--- src/rtl/riscv_pkg.sv ---
// Core-wide RISC-V definitions shared by the execute-stage units.
// Contents: default XLEN, the M-extension funct7/funct3 encodings and the
// multiply-divide unit FSM state type.
package riscv_pkg;

  localparam int unsigned XLEN = 32;

  // M-extension OpcodeOp encodings
  localparam logic [6:0] F7_MULDIV = 7'b0000001;

  localparam logic [2:0] F3_MUL    = 3'b000;
  localparam logic [2:0] F3_MULH   = 3'b001;
  localparam logic [2:0] F3_MULHSU = 3'b010;
  localparam logic [2:0] F3_MULHU  = 3'b011;
  localparam logic [2:0] F3_DIV    = 3'b100;
  localparam logic [2:0] F3_DIVU   = 3'b101;
  localparam logic [2:0] F3_REM    = 3'b110;
  localparam logic [2:0] F3_REMU   = 3'b111;

  typedef enum logic [1:0] {
    IDLE,
    MUL,
    DIV,
    DONE
  } muldiv_state_e;

endpackage

--- src/rtl/riscv_muldiv.sv ---
// Iterative RV32M/RV64M multiply-divide unit (one operation in flight).
//
// Ports:
//   clk_i, rstn_i        clock, asynchronous active-low reset
//   valid_i / ready_o    request handshake carrying op_i (funct3), rs1_i, rs2_i, rd_i
//   flush_i              discard any held or in-flight operation
//   valid_o / ready_i    result handshake carrying result_o and rd_o
//   busy_o               unit is not idle
//
// Multiply is a right-shifting shift-add on operand magnitudes, divide is a
// restoring divider on magnitudes; both share one 2*XLEN accumulator and the
// signs are applied when the last step is written into result_q.
module riscv_muldiv #(
  parameter int unsigned XLEN     = riscv_pkg::XLEN,
  parameter bit          FAST_MUL = 1'b0
) (
  input  logic            clk_i,
  input  logic            rstn_i,
  input  logic            valid_i,
  output logic            ready_o,
  input  logic [2:0]      op_i,
  input  logic [XLEN-1:0] rs1_i,
  input  logic [XLEN-1:0] rs2_i,
  input  logic [4:0]      rd_i,
  input  logic            flush_i,
  output logic            valid_o,
  input  logic            ready_i,
  output logic [XLEN-1:0] result_o,
  output logic [4:0]      rd_o,
  output logic            busy_o
);

  import riscv_pkg::*;

  localparam int unsigned     CntW    = $clog2(XLEN);
  // The first step runs on the accept edge, so the counter only covers the rest.
  localparam logic [CntW-1:0] LastCnt = CntW'(XLEN - 2);
  localparam logic [XLEN-1:0] MinInt  = {1'b1, {(XLEN-1){1'b0}}};

  muldiv_state_e      state_q, state_d;
  logic [2:0]         op_q, op_d;
  logic [4:0]         rd_q, rd_d;
  logic [XLEN-1:0]    opnd_q, opnd_d;     // multiplicand or divisor magnitude
  logic [2*XLEN-1:0]  acc_q, acc_d;       // mul: {partial, multiplier}; div: {rem, quotient}
  logic               neg_q, neg_d;       // product / quotient negative
  logic               rem_neg_q, rem_neg_d;
  logic [CntW-1:0]    cnt_q, cnt_d;
  logic [XLEN-1:0]    result_q, result_d;

  // Request decode
  logic              is_div, a_signed, b_signed, sign_a, sign_b;
  logic [XLEN-1:0]   mag_a, mag_b;
  logic              div_zero, div_ovf, special;
  logic [XLEN-1:0]   special_res;

  always_comb begin
    is_div   = op_i[2];
    a_signed = op_i inside {F3_MUL, F3_MULH, F3_MULHSU, F3_DIV, F3_REM};
    b_signed = op_i inside {F3_MUL, F3_MULH, F3_DIV, F3_REM};
    sign_a   = a_signed & rs1_i[XLEN-1];
    sign_b   = b_signed & rs2_i[XLEN-1];
    mag_a    = sign_a ? -rs1_i : rs1_i;
    mag_b    = sign_b ? -rs2_i : rs2_i;
    div_zero = is_div & (rs2_i == '0);
    div_ovf  = (op_i inside {F3_DIV, F3_REM}) & (rs1_i == MinInt) & (rs2_i == '1);
    special  = div_zero | div_ovf;
    // op_i[1] distinguishes REM/REMU from DIV/DIVU
    if (div_zero) begin
      special_res = op_i[1] ? rs1_i : '1;
    end else begin
      special_res = op_i[1] ? '0 : rs1_i;
    end
  end

  // One shared iteration step; in IDLE it is fed the freshly loaded operands.
  logic              step_is_div;
  logic [XLEN-1:0]   step_opnd;
  logic [2*XLEN-1:0] step_acc, step_out;
  logic [XLEN:0]     mul_sum, div_diff;

  always_comb begin
    if (state_q == IDLE) begin
      step_is_div = is_div;
      step_opnd   = is_div ? mag_b : mag_a;
      step_acc    = {{XLEN{1'b0}}, (is_div ? mag_a : mag_b)};
    end else begin
      step_is_div = (state_q == DIV);
      step_opnd   = opnd_q;
      step_acc    = acc_q;
    end
    mul_sum  = {1'b0, step_acc[2*XLEN-1:XLEN]} + (step_acc[0] ? {1'b0, step_opnd} : '0);
    // Shifted partial remainder needs XLEN+1 bits before the trial subtract.
    div_diff = step_acc[2*XLEN-1:XLEN-1] - {1'b0, step_opnd};
    if (step_is_div) begin
      if (div_diff[XLEN]) begin
        step_out = {step_acc[2*XLEN-2:0], 1'b0};
      end else begin
        step_out = {div_diff[XLEN-1:0], step_acc[XLEN-2:0], 1'b1};
      end
    end else begin
      step_out = {mul_sum, step_acc[XLEN-1:1]};
    end
  end

  // Sign fix-up and result selection after the final step
  logic [2*XLEN-1:0] prod;
  logic [XLEN-1:0]   quo_mag, rem_mag, iter_res;

  always_comb begin
    prod    = neg_q ? -step_out : step_out;
    quo_mag = step_out[XLEN-1:0];
    rem_mag = step_out[2*XLEN-1:XLEN];
    if (state_q == DIV) begin
      if (op_q[1]) begin
        iter_res = rem_neg_q ? -rem_mag : rem_mag;
      end else begin
        iter_res = neg_q ? -quo_mag : quo_mag;
      end
    end else begin
      iter_res = (op_q == F3_MUL) ? prod[XLEN-1:0] : prod[2*XLEN-1:XLEN];
    end
  end

  // Single-cycle array product, only selected when FAST_MUL is set
  logic [2*XLEN-1:0] fast_mag, fast_prod;
  logic [XLEN-1:0]   fast_res;

  always_comb begin
    fast_mag  = {{XLEN{1'b0}}, mag_a} * {{XLEN{1'b0}}, mag_b};
    fast_prod = (sign_a ^ sign_b) ? -fast_mag : fast_mag;
    fast_res  = (op_i == F3_MUL) ? fast_prod[XLEN-1:0] : fast_prod[2*XLEN-1:XLEN];
  end

  // Next-state logic
  always_comb begin
    state_d   = state_q;
    op_d      = op_q;
    rd_d      = rd_q;
    opnd_d    = opnd_q;
    acc_d     = acc_q;
    neg_d     = neg_q;
    rem_neg_d = rem_neg_q;
    cnt_d     = cnt_q;
    result_d  = result_q;

    unique case (state_q)
      IDLE: begin
        if (valid_i) begin
          op_d      = op_i;
          rd_d      = rd_i;
          neg_d     = sign_a ^ sign_b;
          rem_neg_d = sign_a;
          cnt_d     = '0;
          if (special) begin
            result_d = special_res;
            state_d  = DONE;
          end else if (FAST_MUL && !is_div) begin
            result_d = fast_res;
            state_d  = DONE;
          end else begin
            opnd_d  = step_opnd;
            acc_d   = step_out;
            state_d = is_div ? DIV : MUL;
          end
        end
      end
      MUL, DIV: begin
        if (cnt_q == LastCnt) begin
          result_d = iter_res;
          state_d  = DONE;
        end else begin
          acc_d = step_out;
          cnt_d = cnt_q + CntW'(1);
        end
      end
      DONE: begin
        if (ready_i) begin
          state_d = IDLE;
        end
      end
      default: state_d = IDLE;
    endcase

    // Flush overrides both handshakes.
    if (flush_i) begin
      state_d = IDLE;
    end
  end

  always_ff @(posedge clk_i or negedge rstn_i) begin
    if (!rstn_i) begin
      state_q   <= IDLE;
      op_q      <= '0;
      rd_q      <= '0;
      opnd_q    <= '0;
      acc_q     <= '0;
      neg_q     <= 1'b0;
      rem_neg_q <= 1'b0;
      cnt_q     <= '0;
      result_q  <= '0;
    end else begin
      state_q   <= state_d;
      op_q      <= op_d;
      rd_q      <= rd_d;
      opnd_q    <= opnd_d;
      acc_q     <= acc_d;
      neg_q     <= neg_d;
      rem_neg_q <= rem_neg_d;
      cnt_q     <= cnt_d;
      result_q  <= result_d;
    end
  end

  assign ready_o  = (state_q == IDLE);
  assign valid_o  = (state_q == DONE);
  assign busy_o   = (state_q != IDLE);
  assign result_o = result_q;
  assign rd_o     = rd_q;

endmodule

--- config.mk ---
export PLATFORM = sky130hd
export DESIGN_NAME = riscv_muldiv
export DESIGN_NICKNAME = d
export VERILOG_FILES = /design/src/rtl/riscv_pkg.sv /design/src/rtl/riscv_muldiv.sv
export SDC_FILE = /design/constraint.sdc
export NUM_CORES = 1
export LEC_CHECK = 0
export ABC_AREA = 1
export CELL_PAD_IN_SITES_DETAIL_PLACEMENT = 0
export CELL_PAD_IN_SITES_GLOBAL_PLACEMENT = 2
export CORE_MARGIN = 4
export CORE_UTILIZATION = 35
export DETAILED_ROUTE_END_ITERATION = 7
export GPL_ROUTABILITY_DRIVEN = 1
export HOLD_SLACK_MARGIN = 0.08
export PLACE_DENSITY_LB_ADDON = 0.05
export REMOVE_ABC_BUFFERS = 1
export SYNTH_ARGS = -nofsm -noshare
export SYNTH_HDL_FRONTEND = slang
export SYNTH_SLANG_ARGS = --single-unit
--- constraint.sdc ---
create_clock -name clk_i -period 12.9 [get_ports clk_i]
set_input_delay 2.58 -clock clk_i [delete_from_list [all_inputs] [get_ports clk_i]]
set_output_delay 2.58 -clock clk_i [all_outputs]
set_load 0.01 [all_outputs]
==> flow_summary.ini <==
[finish]
stdcell_count = 3910
area_delta_synth_final_pct = 12.3
post-route-util_pct = 39.7
postLayoutCellArea_um2 = 20900
fin_nets = 3361
drive_gt1_share_pct = 7.26

[sta]
whs_ns = 0.479
fin_skew_ns = 0.0111
max_freq_mhz = 95.4
final_max_slew_viol_count = 0
finalSetupViolCount = 0
finalHoldViolations = 0
fin_crit_sh_pct = 81.3
min_period_ns = 10.49
setup_tns_ns = 0
rsz0062_at_grt = false
slew_headroom_pct = 28.1
worst_slack_ns = 2.41
tightest_slew_ns = 1.08

[clocking]
ctsLongestPathBuffers = 2
clk_latency_ns = 0.50
numCtsBuffers = 17
ctsResizeCount = 0
cts_tree = built
root_buffer = clkbuf_16
cts_setup_buffers = 0
clk_pin_slew_worst_paths_ns = 0.07
clock-sinks = 145
cts_max_level = 4
cts_hold_buf = 0

[power]
seqPwrFrac_pct = 11.8
pwr-share-comb_pct = 80.5
power_density_nw_per_um2 = 315
switching_share_pct = 63.1
clockPowerShare_pct = 7.7
finalPower_mw = 6.57
switchingPower_mw = 4.15
internal_power_mw = 2.42
leakagePower_nw = 10.2
ir_drop_uv = 143

[route]
drtPass1Iterations = 5
wl_met3_um = 5180
wl_met1_um = 40700
met2_length_um = 42000
vias = 21700
wl_um = 91800
vias_per_cell = 5.56
routed.top_layer = met4
detail_route.wl_per_cell_um = 23.5
drtIter0Drc = 1782
drc = 0
ant_nets = 0

[logic_synthesis]
ys.flop_type = dfrtp_1
syn_area_um2 = 18600
yosysWarnings = 0
post_synth.cell_area_avg_um2 = 5.88
async_reset_ff_share_pct = 100
synthDistinctLibCells = 65
synth_seq_cells = 145
ys_seq_area_share_pct = 19.5
synthCells = 3162
synth_enable_flop_cells = 0

[global_routing]
grt_pass1_vias = 20300
grtUsageTotal_pct = 31.6
gr-total-overflow = 0
grt_pass1_wl_um = 134000
grt_max_degree = 74
antenna_found_initial = 0

[critical_path]
arrival_ns = 10.87
crit_path_start_kind = input port
path_class = input port to flop
r2r_slack_ns = 5.10
cp_common_cell = nand2_1
cp_num_buf_inv = 6
critPathMaxStageDelay_ns = 0.81
crit_fanout = 21
cp_slowest_cell = clkdlybuf4s50_1
critPathTopFamily = simple AND/OR/NAND/NOR gates
cp.required_ns = 13.28
worst_setup_path_end_kind = flop

[place]
post-place-ws_ns = 2.06
port_buffers = 116
gp_congestion = 0.995
placed_area_um2 = 20300
dp_hpwl_um = 72600
place_inst = 3877

[floorplan]
io_pins = 117
die_area_um2 = 56900
core-area_um2 = 52600
initial_core_util_pct = 35.4
die_h_um = 238
rows = 84
fp.dieW_um = 238

[status]
status = finished, final reports clean

[worst_hold_path]
timing.hold.worst.class = flop to flop

[flow_run]
cap_violations = 0
-- area by class of cell --
type / count / area [µm²]
timing repair buffer: 157 / 1470
clock inverter: 13 / 104
antenna: 1 / 2.50
tap: 688 / 861
clock buffer: 19 / 453
fill: 5826 / 31700
multi-input combinational: 2556 / 13100
sequential: 145 / 3630
inverter: 331 / 1240
-- power groups by stage --
stage / registers (mW) / logic [mW] / clock network [mW]
finish: 0.778 / 5.29 / 0.506
global route: 0.800 / 5.75 / 0.534
CTS: 0.777 / 5.21 / 0.516
detailed placement: 0.783 / 5.18 / 0
global placement: 0.777 / 5.19 / 0
floorplan: 0.815 / 3.22 / 0
-- path summary, 6_finish.rpt --
path / from / end / cells past startpoint
worst min-delay path: acc_q[26] / acc_q[26] / 2
worst max register to register: state_q[0] / result_o[19] / 35
worst max-delay path: op_i[2] / result_o[20] / 49
min in group asynchronous: rstn_i / opnd_q[7] / 1
max in group asynchronous: rstn_i / result_o[22] / 2
worst min register to register: acc_q[26] / acc_q[26] / 2
-- tightest hold or removal path: cells and delay by family (launching register included) --
kind	cells	cell delay, ns
simple gates	1	0.05
flops	1	0.34
compound gates	1	0.06
-- per-layer routing --
metal / global-route usage (%) / vias to the layer above
met4: 12.9 / 0
met3: 3.80 / 150
li1: - / 10400
met5: 0 / -
met1: 42.6 / 10300
met2: 51.3 / 794
-- state kept, by name (all words and copies together) (netlist names) --
| name | cells |
|---|---|
| acc_q | 64 |
| cnt_q | 5 |
| neg_q | 1 |
| op_q | 3 |
| opnd_q | 32 |
| rd_o | 5 |
| rem_neg_q | 1 |
| result_o | 32 |
| state_q | 2 |
-- placed cells by master (no fill, tap or decap), types with 28 or more instances in the layout --
master           instances
inv_1                  313
or2_2                   39
o211ai_1                28
nor3_1                  36
o21bai_1                40
xor2_1                  74
buf_4                   41
nor2_1                 285
nand2_1                984
nand4_1                 44
clkdlybuf4s50_1        115
nand3_1                261
a21oi_1                195
ha_1                    72
o21ai_0                244
dfrtp_1                144
-- synthesized netlist by cell type (24+ instances only) --
cell	number	area share [%]
nand3_1	262	7.1
ha_1	74	5.0
nand2_1	986	20
nor3_1	36	0.97
buf_2	24	0.65
a21oi_1	195	5.3
xnor2_1	27	1.3
clkbuf_1	70	1.4
nand2_2	24	0.81
dfrtp_1	145	20
nor2_1	286	5.8
xor2_1	74	3.5
o21ai_0	244	6.6
nand4_1	44	1.5
inv_1	314	6.3
or2_2	39	1.3
o211ai_1	28	1.1
o21bai_1	40	1.6
-- kinds of logic after synthesis --
kind of cell	after synthesis	synth area share [%]
fa+ha+maj	76	5.20
xor+xnor	101	4.76
compound gates	611	19.0
mux	5	0.303
flops	145	19.5
simple gates	1763	41.2
buf+inv	461	10.1
Power figures use the tool's default switching activity.
